File: config.mk
export PLATFORM = sky130hd
export DESIGN_NAME = ps2_letter_rx
export DESIGN_NICKNAME = d
export VERILOG_FILES = /design/src/rtl/ps2_pkg.sv /design/src/rtl/ps2_letter_rx_frame.sv /design/src/rtl/ps2_letter_rx.sv
export SDC_FILE = /design/constraint.sdc
export NUM_CORES = 1
export LEC_CHECK = 0
export CORE_MARGIN = 3
export CORE_UTILIZATION = 32
export DETAILED_ROUTE_END_ITERATION = 6
export SETUP_SLACK_MARGIN = 0.02
export SYNTH_ARGS = -nofsm -noshare
export SYNTH_HDL_FRONTEND = slang
export SYNTH_SLANG_ARGS = --single-unit
export TNS_END_PERCENT = 50
File: constraint.sdc
create_clock -name clk -period 3.1 [get_ports clk]
set_input_delay 0.31 -clock clk [delete_from_list [all_inputs] [get_ports clk]]
set_output_delay 0.31 -clock clk [all_outputs]
set_load 0.005 [all_outputs]
File: src/rtl/ps2_pkg.sv
// Shared types, constants and the Set-2 scan-code to ASCII map used by the
// PS/2 letter receiver.
package ps2_pkg;

    typedef enum logic [1:0] {
        IDLE   = 2'd0,
        DATA   = 2'd1,
        PARITY = 2'd2,
        STOP   = 2'd3
    } frame_state_t;

    localparam logic [7:0] PS2_BREAK   = 8'hF0;
    localparam logic [7:0] PS2_EXT     = 8'hE0;
    localparam logic [7:0] ASCII_SPACE = 8'h20;
    localparam logic [7:0] ASCII_BS    = 8'h08;
    localparam logic [7:0] ASCII_CR    = 8'h0D;

    // Returns {hit, ascii}; hit is 0 for codes the game does not use.
    function automatic logic [8:0] scan_to_ascii(input logic [7:0] code);
        logic [8:0] res;
        res = 9'h000;
        case (code)
            8'h1C: res = {1'b1, 8'h41};
            8'h32: res = {1'b1, 8'h42};
            8'h21: res = {1'b1, 8'h43};
            8'h23: res = {1'b1, 8'h44};
            8'h24: res = {1'b1, 8'h45};
            8'h2B: res = {1'b1, 8'h46};
            8'h34: res = {1'b1, 8'h47};
            8'h33: res = {1'b1, 8'h48};
            8'h43: res = {1'b1, 8'h49};
            8'h3B: res = {1'b1, 8'h4A};
            8'h42: res = {1'b1, 8'h4B};
            8'h4B: res = {1'b1, 8'h4C};
            8'h3A: res = {1'b1, 8'h4D};
            8'h31: res = {1'b1, 8'h4E};
            8'h44: res = {1'b1, 8'h4F};
            8'h4D: res = {1'b1, 8'h50};
            8'h15: res = {1'b1, 8'h51};
            8'h2D: res = {1'b1, 8'h52};
            8'h1B: res = {1'b1, 8'h53};
            8'h2C: res = {1'b1, 8'h54};
            8'h3C: res = {1'b1, 8'h55};
            8'h2A: res = {1'b1, 8'h56};
            8'h1D: res = {1'b1, 8'h57};
            8'h22: res = {1'b1, 8'h58};
            8'h35: res = {1'b1, 8'h59};
            8'h1A: res = {1'b1, 8'h5A};
            8'h29: res = {1'b1, ASCII_SPACE};
            8'h66: res = {1'b1, ASCII_BS};
            8'h5A: res = {1'b1, ASCII_CR};
            default: res = 9'h000;
        endcase
        return res;
    endfunction

endpackage

File: src/rtl/ps2_letter_rx_frame.sv
// PS/2 line conditioning and 11-bit frame deframer: synchronisers, clock
// glitch filter, frame FSM and mid-frame timeout.
module ps2_frame_rx
    import ps2_pkg::*;
#(
    parameter int FILTER_LEN     = 8,
    parameter int TIMEOUT_CYCLES = 200000
) (
    input  logic       clk,
    input  logic       rst_n,
    input  logic       ps2_clk,
    input  logic       ps2_data,
    output logic [7:0] byte_out,
    output logic       byte_ok,
    output logic       byte_err
);

    localparam int FW = $clog2(FILTER_LEN + 1);
    localparam int TW = $clog2(TIMEOUT_CYCLES + 1);
    localparam logic [FW-1:0] FILT_MAX = FW'(FILTER_LEN - 1);
    localparam logic [TW-1:0] TMO_MAX  = TW'(TIMEOUT_CYCLES);

    logic [1:0]    clk_sync;
    logic [1:0]    data_sync;
    logic [FW-1:0] filt_cnt;
    logic          filt_clk;
    logic          filt_prev;
    logic          strike;
    logic          data_bit;

    frame_state_t  state;
    frame_state_t  state_next;
    logic [7:0]    shift;
    logic [2:0]    bit_cnt;
    logic          parity;
    logic [TW-1:0] tmo_cnt;
    logic          timeout;
    logic          stop_good;

    always_ff @(posedge clk or negedge rst_n) begin
        if (!rst_n) begin
            clk_sync  <= 2'b11;
            data_sync <= 2'b11;
            filt_cnt  <= '0;
            filt_clk  <= 1'b1;
            filt_prev <= 1'b1;
        end else begin
            clk_sync  <= {clk_sync[0], ps2_clk};
            data_sync <= {data_sync[0], ps2_data};
            filt_prev <= filt_clk;
            // Any sample agreeing with the filtered level restarts the run.
            if (clk_sync[1] == filt_clk) begin
                filt_cnt <= '0;
            end else if (filt_cnt == FILT_MAX) begin
                filt_clk <= clk_sync[1];
                filt_cnt <= '0;
            end else begin
                filt_cnt <= filt_cnt + 1'b1;
            end
        end
    end

    assign strike   = filt_prev & ~filt_clk;
    assign data_bit = data_sync[1];
    assign timeout  = (state != IDLE) && (tmo_cnt == TMO_MAX);

    always_ff @(posedge clk or negedge rst_n) begin
        if (!rst_n) begin
            state <= IDLE;
        end else begin
            state <= state_next;
        end
    end

    always_comb begin
        state_next = state;
        if (timeout) begin
            state_next = IDLE;
        end else if (strike) begin
            case (state)
                IDLE:    state_next = data_bit ? IDLE : DATA;
                DATA:    state_next = (bit_cnt == 3'd7) ? PARITY : DATA;
                PARITY:  state_next = STOP;
                STOP:    state_next = IDLE;
                default: state_next = IDLE;
            endcase
        end
    end

    always_ff @(posedge clk or negedge rst_n) begin
        if (!rst_n) begin
            shift   <= '0;
            bit_cnt <= '0;
            parity  <= 1'b0;
            tmo_cnt <= '0;
        end else begin
            if (state == IDLE || strike || timeout) begin
                tmo_cnt <= '0;
            end else begin
                tmo_cnt <= tmo_cnt + 1'b1;
            end
            if (strike && !timeout) begin
                case (state)
                    IDLE:    bit_cnt <= '0;
                    DATA: begin
                        shift   <= {data_bit, shift[7:1]};
                        bit_cnt <= bit_cnt + 1'b1;
                    end
                    PARITY:  parity <= data_bit;
                    default: ;
                endcase
            end
        end
    end

    assign stop_good = data_bit & (^{shift, parity});

    always_comb begin
        byte_ok  = 1'b0;
        byte_err = 1'b0;
        if (timeout) begin
            byte_err = 1'b1;
        end else if (strike && state == STOP) begin
            byte_ok  = stop_good;
            byte_err = ~stop_good;
        end
    end

    assign byte_out = shift;

endmodule

File: src/rtl/ps2_letter_rx.sv
// PS/2 keyboard receiver for the typing game: turns Set-2 scan-code frames
// into single-cycle ASCII letter strobes, ignoring breaks, extended keys and
// typematic repeats.
module ps2_letter_rx
    import ps2_pkg::*;
#(
    parameter int FILTER_LEN     = 8,
    parameter int TIMEOUT_CYCLES = 200000
) (
    input  logic       clk,
    input  logic       rst_n,
    input  logic       ps2_clk,
    input  logic       ps2_data,
    output logic [7:0] letter,
    output logic       letter_valid,
    output logic       frame_err
);

    logic [7:0] rx_byte;
    logic       rx_ok;
    logic       rx_err;
    logic       brk;
    logic       ext;
    logic [7:0] last_make;
    logic [8:0] map;

    ps2_frame_rx #(
        .FILTER_LEN     (FILTER_LEN),
        .TIMEOUT_CYCLES (TIMEOUT_CYCLES)
    ) u_frame (
        .clk      (clk),
        .rst_n    (rst_n),
        .ps2_clk  (ps2_clk),
        .ps2_data (ps2_data),
        .byte_out (rx_byte),
        .byte_ok  (rx_ok),
        .byte_err (rx_err)
    );

    assign map = scan_to_ascii(rx_byte);

    always_ff @(posedge clk or negedge rst_n) begin
        if (!rst_n) begin
            letter       <= 8'h00;
            letter_valid <= 1'b0;
            frame_err    <= 1'b0;
            brk          <= 1'b0;
            ext          <= 1'b0;
            last_make    <= 8'h00;
        end else begin
            letter_valid <= 1'b0;
            frame_err    <= rx_err;
            if (rx_err) begin
                brk <= 1'b0;
                ext <= 1'b0;
            end else if (rx_ok) begin
                if (rx_byte == PS2_BREAK) begin
                    brk <= 1'b1;
                end else if (rx_byte == PS2_EXT) begin
                    ext <= 1'b1;
                end else if (brk) begin
                    // Releasing the held key re-arms it for the next press.
                    brk <= 1'b0;
                    ext <= 1'b0;
                    if (rx_byte == last_make) begin
                        last_make <= 8'h00;
                    end
                end else if (ext) begin
                    ext <= 1'b0;
                end else if (rx_byte != last_make && map[8]) begin
                    letter       <= map[7:0];
                    letter_valid <= 1'b1;
                    last_make    <= rx_byte;
                end
            end
        end
    end

endmodule

==> metrics.csv <==
stage;metric;value;unit
status;status;finished, violations left;
status;failed_checks;negative hold slack;
global_routing;antenna_found_initial;0;
sta;skew;6.07;ps
power_and_ir_drop;p_seq_share;37.1;%
global_routing;track_usage;12.8;%
finish;drive_gt1_share;13.3;%
synth;synth_nets;399;
synth;synth_cells;383;
sta;final.setup.tns;0;ps
power_and_ir_drop;switching_share;29.8;%
sta;fin_crit_sh;90.5;%
detailed_routing;dr.pass1.iters;4;
detailed_routing;initialDrtViolationCount;222;
critical_path;critPathMaxFanout;8;
clock_tree;clk_latency;330;ps
critical_path;crit_required;3310;ps
clock_tree;clk_pin_slew_worst_paths;60;ps
floorplanning;rows;38;
clock_tree;clk_path_buf_depth;2;
clock_tree;numClockSinks;61;
critical_path;r2r_end;letter[2]$_DFFE_PN0P_;
place;dp_hpwl;5340;microns
synth;synth_cell_types;58;
sta;rsz0062_at_grt;false;
critical_path;crit-reg2reg-launch;u_frame.byte_out[1]$_DFFE_PN0P_;
critical_path;crit_type;reg2reg;
finish;nets;410;
finish;layout_commonest_cell;dfrtp_1;
global_routing;grt_max_degree;36;
synth;synth_edf_count;0;
finish;area_growth;16.7;%
floorplanning;die-width;112;microns
floorplanning;die_area;12600;sq um
detailed_routing;via_count;2780;
detailed_routing;wire_per_inst;14.2;microns
finish;n_antenna_cell;0;
clock_tree;cts_resized;0;
place;portBuffers;12;
global_routing;overflow;0;
detailed_routing;routed_via_density;5.16;
synth;synth-seq-cells;61;
sta;tightest_slew;665;ps
sta;timing.final.max_slew_violations;0;
power_and_ir_drop;power;0.00265;W
detailed_routing;drt-total-wl;7660;microns
floorplanning;core-area;10900;sq um
synth;syn_avg_cell_area;9.45;sq um
synth;ys_warn_count;0;
detailed_routing;drc_errors;0;
power_and_ir_drop;clkPwrFrac;43.7;%
sta;timing.hold.ws;-21.2;ps
sta;maxSlewHeadroom;55.3;%
critical_path;critPathCaptureType;flop;
synth;syn_area;3620;sq um
power_and_ir_drop;powerDensity;628;nW/um^2
power_and_ir_drop;netSwitchingPower;0.000789;W
critical_path;cp.arrival;3010;ps
power_and_ir_drop;p_leak;1.80;nW
power_and_ir_drop;p_int;0.00186;W
detailed_routing;ant_nets;0;
critical_path;r2r_setup_slack;290;ps
sta;period_needed;2810;ps
critical_path;start_kind;flop;
power_and_ir_drop;pwr-share-comb;19.2;%
clock_tree;numCtsBuffers;9;
critical_path;reg2regPathDepth;8;
clock_tree;root_buffer;clkbuf_16;
sta;hold_viol;22;
worst_hold_path;worst_hold_path_type;in2async;
critical_path;endpoint;letter[2]$_DFFE_PN0P_;
run;maxCapViolations;0;
global_routing;grt_pass1_wl;13400;microns
place;gp_congestion;0.883;
global_routing;grt_pass1_vias;2835;
finish;final_cell_mix;dfrtp_1, nor2_1, nand2_1;
sta;setup_violations;0;
synth;synth-async-reset-ratio;100;%
clock_tree;cts_tree;built;
clock_tree;htree_levels;3;
floorplanning;chipHeight;112;microns
floorplanning;start_util;33.1;%
clock_tree;cts_setup_buffers;0;
clock_tree;holdBufCountCts;0;
floorplanning;num_io_pins;14;
synth;synthFlopType;dfrtp_1;
synth;synth.yosys.seq_area_share;42.4;%
critical_path;startpoint;u_frame.byte_out[1]$_DFFE_PN0P_;
sta;max_freq;0.356;GHz
power_and_ir_drop;ir_drop;0.408;mV
sequential cells by signal, indices dropped and copies added (netlist names), 2 cells and up:
name               count
last_make              8
letter                 7
u_frame.bit_cnt        3
u_frame.byte_out       8
u_frame.clk_sync       2
u_frame.data_sync      2
u_frame.filt_cnt       4
u_frame.state          2
u_frame.tmo_cnt       18
through the flow:
step	hold slack [ps]	worst slack (ps)	cell area, sq um	instances	util (%)
after CTS	2.39	205	4220	539	38.6
after global routing	25.4	62.2	4220	539	38.6
after global placement	340	333	3880	523	35.4
after detailed placement	348	221	3880	523	35.4
after floorplan	14.4	363	3620	383	-
final	-21.2	295	4220	539	38.6
routing by layer:
metal | track usage, % | vias to the layer above | wire length, microns
met2 | 20.9 | 49 | 3680
met4 | 3.61 | 0 | 93
met5 | 0 | - | 0
met3 | 3.77 | 10 | 275
li1 | - | 1371 | -
met1 | 16.6 | 1350 | 3610
how the worst min path moves through the flow:
stage	from	end	slack, ps	depth (start not counted)
global placement	rst_n	u_frame.filt_cnt[2]$_DFF_PN0_	340	1
global route	rst_n	u_frame.filt_cnt[2]$_DFF_PN0_	30	1
floorplan	rst_n	brk$_DFFE_PN0P_	10	0
CTS	rst_n	u_frame.filt_cnt[2]$_DFF_PN0_	2	1
finish	rst_n	u_frame.filt_cnt[1]$_DFF_PN0_	-20	1
detailed placement	rst_n	u_frame.filt_cnt[2]$_DFF_PN0_	350	1
cell type report:
| class | instances | area [sq um] |
|---|---|---|
| Fill cell | 1101 | 6710 |
| Clock inverter | 7 | 121 |
| Clock buffer | 9 | 225 |
| Inverter | 20 | 75.1 |
| Timing Repair Buffer | 22 | 190 |
| Tap cell | 140 | 175 |
| Sequential cell | 61 | 1530 |
| Multi-Input combinational cell | 280 | 1900 |
critical path, stage by stage, from the launching register on:
cell,delay [ps]
dfrtp_1,370
inv_1,190
ha_1,300
and2_0,310
o21ai_0,140
a21boi_0,280
o21ai_1,160
nor4_4,520
mux2_2,410
kinds of logic (layout without fill, tap and decap cells):
| family | Yosys count | in the layout | share of synthesized area [%] |
|---|---|---|---|
| adders and majority gates | 12 | 12 | 4.15 |
| and+or+nand+nor | 137 | 137 | 19.9 |
| DFF | 61 | 61 | 42.4 |
| other | 1 | 1 | 0.104 |
| xor gates and xnor gates | 32 | 32 | 7.75 |
| muxes | 22 | 22 | 6.60 |
| buffers and inverters | 42 | 58 | 5.05 |
| AOI/OAI and AO/OA | 76 | 76 | 14.1 |
cell usage after synthesis (2+ instances only):
cell type / count / area share, %
a211oi_1: 3 / 0.62
nor4_4: 2 / 1.2
nand2_1: 29 / 3.0
mux2i_1: 7 / 1.9
a221oi_1: 3 / 0.73
a21boi_0: 2 / 0.41
a21oi_1: 13 / 1.8
a311oi_1: 2 / 0.48
xnor2_1: 16 / 3.9
buf_4: 2 / 0.41
nor3_1: 9 / 1.2
dfstp_2: 6 / 4.4
inv_1: 18 / 1.9
buf_1: 2 / 0.21
a22oi_1: 2 / 0.41
nand2b_1: 8 / 1.4
nand3b_1: 2 / 0.41
or3_1: 2 / 0.35
xor2_1: 16 / 3.9
ha_1: 12 / 4.1
a31oi_1: 7 / 1.2
a21o_1: 3 / 0.62
and2_1: 2 / 0.35
nor4_1: 4 / 0.69
dfrtp_1: 55 / 38
a211o_1: 2 / 0.48
nor4b_1: 2 / 0.48
o21ai_0: 15 / 2.1
clkbuf_1: 9 / 0.93
o311ai_0: 2 / 0.48
nand3_1: 14 / 1.9
mux2_2: 15 / 4.7
nand4_1: 2 / 0.35
and3_1: 3 / 0.52
nor2b_1: 11 / 1.9
o221ai_1: 7 / 1.7
buf_2: 7 / 0.97
clkinv_1: 2 / 0.21
nor2_1: 37 / 3.8
o211ai_1: 10 / 2.1
power groups by stage:
stage	registers, W	logic, W	clock network [W]
2_1_floorplan	0.000937	0.000422	0
3_3_place_gp	0.000993	0.000504	0
3_5_place_dp	0.000997	0.000517	0
4_1_cts	0.000984	0.000519	0.00118
5_1_grt	0.00100	0.000578	0.00122
6_report	0.000984	0.000510	0.00116
Note: power is estimated with default switching activity, not from simulation.
